<file path="config.mk">
export PLATFORM = sky130hd
export DESIGN_NAME = div_unit
export DESIGN_NICKNAME = d
export VERILOG_FILES = /design/src/rtl/math_pkg.sv /design/src/rtl/div_step.sv /design/src/rtl/div_unit.sv
export SDC_FILE = /design/constraint.sdc
export NUM_CORES = 1
export LEC_CHECK = 0
export BUFFER_PORTS_ARGS = -buffer_cell sky130_fd_sc_hd__buf_2
export CAP_MARGIN = 20
export CELL_PAD_IN_SITES_DETAIL_PLACEMENT = 1
export CELL_PAD_IN_SITES_GLOBAL_PLACEMENT = 1
export CORE_ASPECT_RATIO = 0.9
export CORE_MARGIN = 5
export CORE_UTILIZATION = 23
export CTS_CLUSTER_SIZE = 25
export DETAILED_ROUTE_END_ITERATION = 12
export GPL_TIMING_DRIVEN = 0
export PLACE_DENSITY = 0.58
export SYNTH_ARGS = -nofsm -noshare
export SYNTH_HDL_FRONTEND = slang
export SYNTH_SLANG_ARGS = --single-unit
</file>
<file path="constraint.sdc">
create_clock -name clk -period 3.65 [get_ports clk]
set_input_delay 0 -clock clk [delete_from_list [all_inputs] [get_ports clk]]
set_output_delay 0 -clock clk [all_outputs]
set_load 0.005 [all_outputs]
</file>
<file path="src/rtl/math_pkg.sv">
// Shared math-block definitions: default datapath width and the divider FSM encoding.
package math_pkg;

  localparam int unsigned DIV_WIDTH = 16;

  typedef enum logic [1:0] {
    IDLE = 2'd0,
    RUN  = 2'd1,
    DONE = 2'd2
  } div_state_t;

endpackage

</file>
<file path="src/rtl/div_step.sv">
// One restoring-division iteration: shift {rem, dvd} left, trial-subtract the divisor,
// and shift the resulting quotient bit into the low end of dvd.
module div_step
  import math_pkg::*;
#(
  parameter int unsigned WIDTH = DIV_WIDTH
) (
  input  logic [WIDTH-1:0] rem,
  input  logic [WIDTH-1:0] dvd,
  input  logic [WIDTH-1:0] dvs,
  output logic [WIDTH-1:0] rem_next,
  output logic [WIDTH-1:0] dvd_next
);

  logic [WIDTH:0]   shifted;
  logic [WIDTH-1:0] diff;
  logic             fits;

  // The compare is WIDTH+1 bits wide so a carried-out bit still counts; when it fits,
  // the true difference is below the divisor, so the low WIDTH bits are exact.
  always_comb begin
    shifted  = {rem, dvd[WIDTH-1]};
    fits     = shifted >= {1'b0, dvs};
    diff     = shifted[WIDTH-1:0] - dvs;
    rem_next = fits ? diff : shifted[WIDTH-1:0];
    dvd_next = {dvd[WIDTH-2:0], fits};
  end

endmodule

</file>
<file path="src/rtl/div_unit.sv">
// Iterative unsigned restoring divider: one quotient bit per clock, MSB first,
// with a divide-by-zero shortcut and back-to-back start from DONE.
module div_unit
  import math_pkg::*;
#(
  parameter int unsigned WIDTH = DIV_WIDTH
) (
  input  logic             clk,
  input  logic             reset_n,
  input  logic             start,
  input  logic [WIDTH-1:0] dividend,
  input  logic [WIDTH-1:0] divisor,
  output logic             busy,
  output logic             done,
  output logic [WIDTH-1:0] quotient,
  output logic [WIDTH-1:0] remainder,
  output logic             div_by_zero
);

  localparam int unsigned CW = $clog2(WIDTH) + 1;

  div_state_t       state, state_next;
  logic [CW-1:0]    cnt;
  logic [WIDTH-1:0] rem, dvd, dvs;
  logic [WIDTH-1:0] rem_next, dvd_next;
  logic             zero_pend;
  logic             accept, last;

  assign accept = start && (state == IDLE || state == DONE);
  assign last   = (cnt == CW'(WIDTH - 1));

  div_step #(.WIDTH(WIDTH)) u_step (
    .rem      (rem),
    .dvd      (dvd),
    .dvs      (dvs),
    .rem_next (rem_next),
    .dvd_next (dvd_next)
  );

  always_ff @(posedge clk or negedge reset_n) begin
    if (!reset_n) state <= IDLE;
    else          state <= state_next;
  end

  always_comb begin
    state_next = state;
    unique case (state)
      IDLE:    if (start) state_next = RUN;
      RUN:     if (zero_pend || last) state_next = DONE;
      DONE:    state_next = start ? RUN : IDLE;
      default: state_next = IDLE;
    endcase
  end

  always_comb begin
    busy = (state == RUN);
    done = (state == DONE);
  end

  // A zero divisor spends its single RUN cycle publishing the saturated result.
  always_ff @(posedge clk or negedge reset_n) begin
    if (!reset_n) begin
      cnt         <= '0;
      rem         <= '0;
      dvd         <= '0;
      dvs         <= '0;
      zero_pend   <= 1'b0;
      quotient    <= '0;
      remainder   <= '0;
      div_by_zero <= 1'b0;
    end else if (accept) begin
      cnt       <= '0;
      rem       <= '0;
      dvd       <= dividend;
      dvs       <= divisor;
      zero_pend <= (divisor == '0);
    end else if (state == RUN) begin
      if (zero_pend) begin
        quotient    <= '1;
        remainder   <= dvd;
        div_by_zero <= 1'b1;
      end else begin
        rem <= rem_next;
        dvd <= dvd_next;
        cnt <= cnt + 1'b1;
        if (last) begin
          quotient    <= dvd_next;
          remainder   <= rem_next;
          div_by_zero <= 1'b0;
        end
      end
    end
  end

endmodule

</file>
* After elaboration in Yosys (flattened, before gate mapping)
Cells that the tools add are included.
** Storage, ports and cells
- Logic and storage cells :: 49
- Input port bits :: 35
- Flip-flop bits (word level) :: 89
- Output and inout port bits :: 35
** Operators by class
- Bitwise operators :: 1
- Reduce and logical (&&, ||, !) cells :: 10
- $lt $le $gt $ge :: 1
- Add/subtract/negate cells :: 2
- Eq/ne operators :: 6
- Muxes and demuxes :: 20
** Operators with widths (number)
- 2-to-1 mux 16 bit :: 11
- greater-or-equal comparator 17 x 16 -> 1 bit :: 1
- logical NOT 16 bit :: 1
- subtractor 16 bit :: 1
- 2-to-1 mux 5 bit :: 3
- case mux 2 bit (3 select lines) :: 1
- adder 5 x 1 -> 5 bit, second input constant :: 1
- equality test 5 x 4 -> 1 bit, second input constant :: 1
- 2-to-1 mux 2 bit :: 2
- != test 2 x 1 -> 1 bit, second input constant :: 2
- AND reduction 2 bit :: 2
- nonzero test 2 bit :: 2
- 2-to-1 mux 1 bit :: 3
- AND reduction 3 bit :: 1
- equality test 2 x 1 -> 1 bit, second input constant :: 1
- equality test 2 bit, second input constant :: 1
- logical NOT 2 bit :: 1
- logical OR 1 bit :: 2
- != test 2 bit, second input constant :: 1
- logical AND 1 bit :: 1
- inverter 1 bit :: 1

* Depth between registers and ports, before layout
Gate-level depths: netlist of run 1.
- Word-level depth :: 5
- Gate-level depth with buffers :: 11
- Mapped depth without buffers :: 11

* Modules after synthesis
A second synthesis of run 1 with hierarchy kept.
** Second synthesis, totals
- Cell total of the unflattened synthesis :: 565
- Area, all modules :: 5168.7 um2
** By module, submodules not included
- div_unit :: area an instance 3883.7 um2, seq. area each 2227.1 um2, cells an instance 393, instances 1
- div_step :: area an instance 1285.0 um2, seq. area each 0.0 um2, cells an instance 172, instances 1

* Worst setup path before layout of run 1
OpenSTA, ideal clock, no wires.
- Path type :: register to register
- Start :: register dvd[15]
- End :: register remainder[12]
- Period minus slack after synthesis :: 2483 ps
- Setup time :: 128 ps
- Path slack :: 1167 ps
- Cell stages (with the launch flop) :: 12
- Buffers on the path :: 0
- Arrival time :: 2356 ps
- Required time :: 3522 ps
- Path through :: dfrtp_1 -> inv_1 -> ha_1 -> inv_1 -> fa_1 -> a21o_2 -> a221o_2 -> a221o_1 -> a21oi_2 -> xnor2_1 -> mux2i_1 -> a21oi_1
** Between the ends
- Cells in the longest elaborated chain, start to end :: 4
- Elaborated cells on any way between the ends :: 5
- Classes of those cells :: add/sub (1); order compare (1); mux (3)
** Ends and longest elaborated chain
- start: declaration :: RTL line div_unit.sv:24 : logic [WIDTH-1:0] rem, dvd, dvs;
- start signal: assignment :: RTL line div_unit.sv:74 : dvd <= dividend;
- start signal: assignment :: RTL line div_unit.sv:84 : dvd <= dvd_next;
- subtractor 16 bit / greater-or-equal comparator 17 x 16 -> 1 bit (equally long branches) :: RTL line div_step.sv:24, div_step.sv:23
- 2-to-1 mux 16 bit * :: RTL line div_step.sv:25 : rem_next = fits ? diff : shifted[WIDTH-1:0];
- 2-to-1 mux 16 bit * :: RTL line div_unit.sv:86 : if (last) begin
- 2-to-1 mux 16 bit * :: RTL line div_unit.sv:78 : if (zero_pend) begin
- end signal: assignment :: RTL line div_unit.sv:80 : remainder <= dvd;
- end signal: assignment :: RTL line div_unit.sv:88 : remainder <= rem_next;
- end: declaration :: RTL line div_unit.sv:16 : output logic [WIDTH-1:0] remainder,
Every way passes the cells marked *; elsewhere a longest branch is shown, timed or not. The select of a mux whose other input is x is not followed.
A chain may end at the register's enable or synchronous reset.

* Worst setup path after layout of run 1
- Start :: register dvd[15]
- End :: register rem[12]
** Between the ends
- Cells in the longest elaborated chain, start to end :: 5
- Elaborated cells on any way between the ends :: 6
- Classes of those cells :: add/sub (1); order compare (1); mux (4)
** Ends and longest elaborated chain
- subtractor 16 bit / greater-or-equal comparator 17 x 16 -> 1 bit (equally long branches) :: RTL line div_step.sv:24, div_step.sv:23
- 2-to-1 mux 16 bit * :: RTL line div_step.sv:25
- 2-to-1 mux 16 bit * :: RTL line div_unit.sv:78
- 2-to-1 mux 16 bit * :: RTL line div_unit.sv:77 : end else if (state == RUN) begin
- 2-to-1 mux 16 bit * :: RTL line div_unit.sv:71 : end else if (accept) begin
- end signal: assignment :: RTL line div_unit.sv:83 : rem <= rem_next;
- end: declaration :: RTL line div_unit.sv:24
Marked as above.

==> results of run 1 <==
-- power breakdown --
group / internal (W) / switching (W) / total (W) / leakage [nW]
Combinational: 0.00149 / 0.00219 / 0.00368 / 1.54
Clock: 0.000551 / 0.000416 / 0.000968 / 0.149
Sequential: 0.00148 / 0.000353 / 0.00183 / 1.10
-- stage by stage --
step | worst slack (ns) | hold WS [ns] | instances | util
3_5_place_dp | 0.8039 | -0.07316 | 849 | 0.2691
5_1_grt | 0.6795 | 0.1121 | 897 | 0.3007
4_1_cts | 0.7779 | 0.08196 | 897 | 0.3007
6_report | 0.7756 | 0.08207 | 897 | 0.3007
2_1_floorplan | 1.167 | -0.2956 | 524 | -
3_3_place_gp | 0.8371 | 0.2273 | 848 | 0.2676
-- timing repair --
item | in CTS | in global routing
hold buffers | 33 | 0
gates resized for setup | 0 | 0
endpoints found under the hold margin | 121 | 0
setup buffers | 0 | 0
-- layout make-up --
class                   instances  share of cell area
inverters                      21             0.01312
repair buffers                103              0.1174
well taps                     255             0.05309
plain buffers                  36             0.02644
flip-flops and latches         89              0.3706
multi-input cells             378              0.3694
clock buffers                  10             0.03977
clock inverters                 5             0.01020
-- cell usage after synthesis (all sizes together) (5+ instances only) --
cell type | instances | area share
nor2b | 5 | 0.0067
o21ai | 61 | 0.065
and3 | 7 | 0.0093
nand2 | 96 | 0.077
xnor2 | 9 | 0.017
dfrtp | 89 | 0.48
a21o | 5 | 0.0083
o22ai | 10 | 0.013
a21oi | 30 | 0.034
ha | 18 | 0.048
nor4 | 5 | 0.0080
a31oi | 18 | 0.027
clkbuf | 28 | 0.022
xor2 | 5 | 0.0093
nand4 | 6 | 0.0080
nor2 | 36 | 0.029
inv | 21 | 0.017
buf | 7 | 0.0096
nand3 | 18 | 0.019
mux2i | 14 | 0.030
-- sequential cells by signal, summed over array words and instances, names as in the netlist --
register	cells
quotient	16
cnt	5
dvs	16
remainder	16
dvd	16
state	2
zero_pend	1
div_by_zero	1
rem	16
-- how the worst max path moves through the flow --
stage | from | slack (ns) | end
after global routing | dvd[15] | 0.68 | rem[12]
after floorplan | dvd[15] | 1.17 | remainder[12]
final | dvd[15] | 0.78 | rem[12]
after detailed placement | dvd[15] | 0.80 | rem[12]
after CTS | dvd[15] | 0.78 | rem[12]
after global placement | dvd[15] | 0.84 | remainder[12]
-- kinds of logic after synthesis --
kind of cell             after synthesis
adder cells (fa/ha/maj)               19
buffers and inverters                 57
AND/OR/NAND/NOR                      186
flip-flops                            89
AO/OA/AOI/OAI                        144
multiplexers                          15
XOR/XNOR                              14
-- routing by layer --
metal	wire [um]	track usage	up-vias
met4	211	0.04430	0
met1	7247	0.1769	2134
li1	-	-	2061
met3	319	0.01841	14
met5	0	0	-
met2	7742	0.2253	41
==> flow_metrics.py, run 1 <==
metrics = {
    "finish": {
        "area_growth_pct": 28.29,
        "final_cell_mix": "96 x nand2_1, 89 x dfrtp_1, 71 x buf_2, 36 x nor2_1, 35 x o21ai_0",
        "diodes": 0,
        "nets": 692,
        "multi_input_area_sq_um": 2220,
        "ff_latch_area_sq_um": 2227,
        "final_area_sq_um": 6010,
        "drive_gt1_frac": 0.1589,
        "n_fill_cell": 2366,
        "layout.cells.most_common": "nand2_1",
    },
    "power_and_ir_drop": {
        "irDropWorstVdd_uv": 407.6,
        "leakage_nw": 2.791,
        "total_power_w": 0.006481,
        "power_density_nw_per_um2": 1078,
    },
    "critical_path": {
        "reg2reg_to": "rem[12]",
        "critPathTopFamily": "compound AO/OA/AOI/OAI gates",
        "regToRegSetupSlack_ns": 0.78,
        "path_class": "reg -> reg",
        "critPathCaptureType": "flip-flop",
        "cp_slowest_cell": "dfrtp_1",
        "cp_max_fo": 3,
        "critPathMaxStageDelay_ns": 0.43,
        "start_kind": "flip-flop",
        "arrival_ns": 3.08,
        "reg2regPathDepth": 11,
        "crit_top_cell": "inv_1",
        "regToRegStartpoint": "dvd[15]",
        "worst-path-stages": 11,
        "critPathBufInv": 2,
        "path_cells": "inv_1, ha_1, inv_1, fa_1, a21o_2, a221o_2, a221o_1, a21oi_2, xnor2_1, mux2i_1, o21ai_1",
        "required_ns": 3.85,
    },
    "global_routing": {
        "gr-usage-all-layers": 0.1336,
        "grt_pass1_wl_um": 24680,
        "grt_max_degree": 69,
        "grt_pass1_vias": 4610,
        "antenna_found_initial": 0,
        "grt_overflow": 0,
    },
    "yosys": {
        "avgSynthCellArea_sq_um": 8.940,
        "syn-num-nets": 578,
        "synth_mux_area_frac": 0.03312,
        "synth_top_family_by_area": "compound AO/OA/AOI/OAI gates",
        "synth_simple_gate_area_share": 0.1747,
        "syn_area_sq_um": 4684,
        "ys_seq_elements": 89,
        "synth_fa_ha_area_frac": 0.05235,
        "synth-compound-area-share": 0.1875,
        "synthArstFlopShare": 1.000,
        "synth_xor_area_frac": 0.02618,
        "yosys_warnings": 0,
        "synth_edf_count": 0,
        "yosysSeqAreaShare": 0.4754,
        "synthDistinctLibCells": 54,
        "yosys_most_used_dff": "dfrtp_1",
        "syn_inst": 524,
    },
    "die": {
        "start_util": 0.2344,
        "chipHeight_um": 145.4,
        "dieWidth_um": 160.4,
        "die_area_sq_um": 23330,
        "ioPinCount": 70,
        "num_rows": 49,
        "core_sq_um": 19990,
    },
    "placed_design": {
        "place_area_sq_um": 5379,
        "place.gp.congestion": 0.7995,
        "dp_hpwl_um": 11980,
        "io_buffers": 69,
    },
    "clock_network": {
        "cts.sinks": 89,
        "root_buffer": "clkbuf_16",
        "clk_pin_slew_worst_paths_ns": 0.07,
        "htree_levels": 3,
        "clk_latency_ns": 0.35,
        "cts_made_buffers": 9,
        "cts_buffer_depth": 2,
        "cts_tree": "done",
    },
    "min_path": {
        "hp-class": "in -> async",
    },
    "sta": {
        "final_max_slew_viol_count": 0,
        "rsz0062_at_grt": "no",
        "max_slew_margin": 0.5466,
        "min_period_ns": 2.874,
        "timing.fmax_mhz": 347.9,
        "timing_hold_violations_final": 0,
        "post-route-period-util": 0.7875,
        "fin_tns_setup_ns": 0,
        "fin_skew_ns": 0.01254,
        "setup_violations": 0,
        "tightestPinTransition_ns": 0.6801,
    },
    "drt": {
        "drt_iter0_drc": 219,
        "ant_nets": 0,
        "drc": 0,
        "wire_per_inst_um": 17.30,
        "first_pass_iters": 4,
        "vias_per_cell": 4.738,
        "vias": 4250,
        "drt-total-wl_um": 15520,
    },
    "outcome": {
        "run_status": "finished, final reports clean",
    },
    "job": {
        "timing.max_cap.violations": 0,
    },
}
Power figures use the tool's default switching activity.
==> run 2: changes to the inputs <==
- ABC_AREA: default -> 1
- PLACE_DENSITY: 0.58 -> 0.61
- clock period: 3.65 -> 2.33 ns (I/O delays scaled with it)
==> flow_metrics.py, run 2 <==
metrics = {
    "yosys": {
        "synthArstFlopShare": 1.000,
        "yosys_warnings": 0,
        "yosysTopAreaCellShare": 0.4348,
        "avgSynthCellArea_sq_um": 7.533,
        "syn_inst": 680,
        "yosysSeqAreaShare": 0.4348,
        "syn-num-nets": 734,
        "ys_top_cells_by_count": "211 x nand2_1, 89 x dfrtp_1, 87 x inv_1",
        "synth.area.top_cells": "dfrtp_1 43%, nand2_1 15%, inv_1 6.4%",
        "ys_seq_elements": 89,
        "yosys_most_used_dff": "dfrtp_1",
        "synth.most_common_cell": "nand2_1",
        "synth_top_area_cell": "dfrtp_1",
        "syn_area_sq_um": 5122,
        "synthDistinctLibCells": 43,
        "synth_edf_count": 0,
    },
    "critical_path": {
        "start_kind": "flip-flop",
        "required_ns": 2.56,
        "path_class": "reg -> reg",
        "cp_max_fo": 10,
        "critPathCaptureType": "flip-flop",
        "arrival_ns": 2.40,
    },
    "placed_design": {
        "io_buffers": 69,
        "dp_hpwl_um": 13520,
        "place.gp.congestion": 0.7862,
    },
    "sta": {
        "timing.fmax_mhz": 461.0,
        "min_period_ns": 2.169,
        "final_max_slew_viol_count": 0,
        "rsz0062_at_grt": "no",
        "timing_hold_violations_final": 0,
        "max_slew_margin": 0.4645,
        "fin_tns_setup_ns": 0,
        "tightestPinTransition_ns": 0.7958,
        "post-route-period-util": 0.9310,
        "setup_violations": 0,
        "fin_skew_ns": 0.007728,
    },
    "die": {
        "dieWidth_um": 167.3,
        "start_util": 0.2354,
        "ioPinCount": 70,
        "core_sq_um": 21760,
        "die_area_sq_um": 25360,
        "num_rows": 51,
        "chipHeight_um": 151.6,
    },
    "finish": {
        "layout.cells.most_common": "nand2_1",
        "drive_gt1_frac": 0.1815,
        "fin_util": 0.3052,
        "nets": 848,
        "area_growth_pct": 29.65,
        "final_cell_mix": "208 x nand2_1, 89 x dfrtp_1, 86 x inv_1, 73 x buf_2, 40 x a21oi_1",
        "diodes": 0,
    },
    "power_and_ir_drop": {
        "pwr-share-clk": 0.146,
        "pwr-share-comb": 0.602,
        "p_switching_w": 0.005234,
        "power_frac_seq": 0.252,
        "total_power_w": 0.01106,
        "switching_share": 0.4731,
        "power_density_nw_per_um2": 1666,
        "leakage_nw": 3.350,
        "irDropWorstVdd_uv": 426.7,
        "p_int_w": 0.005830,
    },
    "clock_network": {
        "root_buffer": "clkbuf_16",
        "htree_levels": 3,
        "cts_buffer_depth": 2,
        "cts_tree": "done",
        "post_cts_buffers": 0,
        "clk_pin_slew_worst_paths_ns": 0.06,
        "cts.sinks": 89,
        "cts_made_buffers": 9,
        "clk_latency_ns": 0.35,
    },
    "global_routing": {
        "gr-usage-all-layers": 0.1385,
        "grt_pass1_vias": 5032,
        "grt_pass1_wl_um": 27830,
        "antenna_found_initial": 0,
        "grt_max_degree": 66,
        "grt_overflow": 0,
    },
    "job": {
        "timing.max_cap.violations": 0,
    },
    "drt": {
        "drt_iter0_drc": 258,
        "ant_nets": 0,
        "vias_per_cell": 4.385,
        "first_pass_iters": 4,
        "vias": 4780,
        "wire_per_inst_um": 16.11,
        "drt-total-wl_um": 17560,
        "drc": 0,
    },
    "outcome": {
        "run_status": "finished, final reports clean",
    },
    "min_path": {
        "hp-class": "in -> async",
    },
}
[run 2: cell types whose count changed in the layout (fill, tap and decap cells not counted), moves of 14 or more]
cell / change
nand2_1: +112
nand3_1: +18
inv_1: +66
o21ai_1: -21
mux2i_1: -14
[run 2: power groups by stage]
| stage | Combinational, W | Clock (W) | Sequential (W) |
|---|---|---|---|
| floorplan | 0.00455 | 0 | 0.00267 |
| global placement | 0.00624 | 0 | 0.00278 |
| detailed placement | 0.00639 | 0 | 0.00279 |
| CTS | 0.00646 | 0.00166 | 0.00278 |
| global route | 0.00760 | 0.00172 | 0.00289 |
| finish | 0.00666 | 0.00161 | 0.00279 |
[run 2: cells by family after synthesis]
family          Yosys count  share of synthesized area
compound gates          102                     0.1080
xor+xnor                  7                    0.01197
simple gates            344                     0.3022
flops                    89                     0.4348
buf+inv                 119                    0.09526
fa+ha+maj                19                    0.04788
[run 2: final cells by class]
cell class              count  area [sq um]
clock buffers              14         264.0
well taps                 291         364.1
multi-input cells         472          2531
flip-flops and latches     89          2227
clock inverters             2         60.06
fillers                  2667         15120
inverters                  93         349.1
plain buffers              26         140.1
repair buffers            103         705.7
[run 2: stage by stage]
stage | hold slack [ns] | std cells | worst slack (ns) | area [sq um]
after global placement | 0.2313 | 1040 | 0.07666 | 5832
final | 0.1214 | 1090 | 0.1608 | 6641
after global routing | 0.1552 | 1090 | 0.003362 | 6641
after detailed placement | -0.04901 | 1041 | 0.04752 | 5862
after floorplan | -0.2956 | 680 | 0.4616 | 5122
after CTS | 0.1333 | 1090 | 0.03685 | 6516
[run 2: layer usage]
metal	track usage	wire [um]	vias to the layer above
met4	0.02394	123	0
met5	0	0	-
li1	-	-	2392
met2	0.2204	7861	69
met1	0.1988	8992	2309
met3	0.02724	585	10
[run 2: path summary, 6_finish.rpt]
| check | start | to | slack, ns | cells past startpoint |
|---|---|---|---|---|
| worst max-delay path | cnt[1] | remainder[0] | 0.16 | 11 |
| worst min-delay path | reset_n | dvs[5] | 0.12 | 2 |
| worst max register to register | cnt[1] | remainder[0] | 0.16 | 11 |
| worst min register to register | remainder[3] | remainder[3] | 0.48 | 2 |
| max in group asynchronous | reset_n | remainder[15] | 1.55 | 3 |
| min in group clk | start | dvs[5] | 0.12 | 4 |
[run 2: timing repair]
action,4_1_cts,5_1_grt
resized for setup,0,24
endpoints found under the setup margin,0,14
hold buffers,33,0
endpoints found under the hold margin,94,0
[run 2: critical path, cell delays in order, from the launching register on]
cell	delay (ns)
dfrtp_1	0.42
ha_1	0.21
nand2_1	0.08
nor2_1	0.05
ha_1	0.17
nor2_1	0.13
nor2_1	0.11
inv_2	0.15
clkbuf_1	0.43
a21oi_1	0.12
nand2_1	0.13
nand2_1	0.05
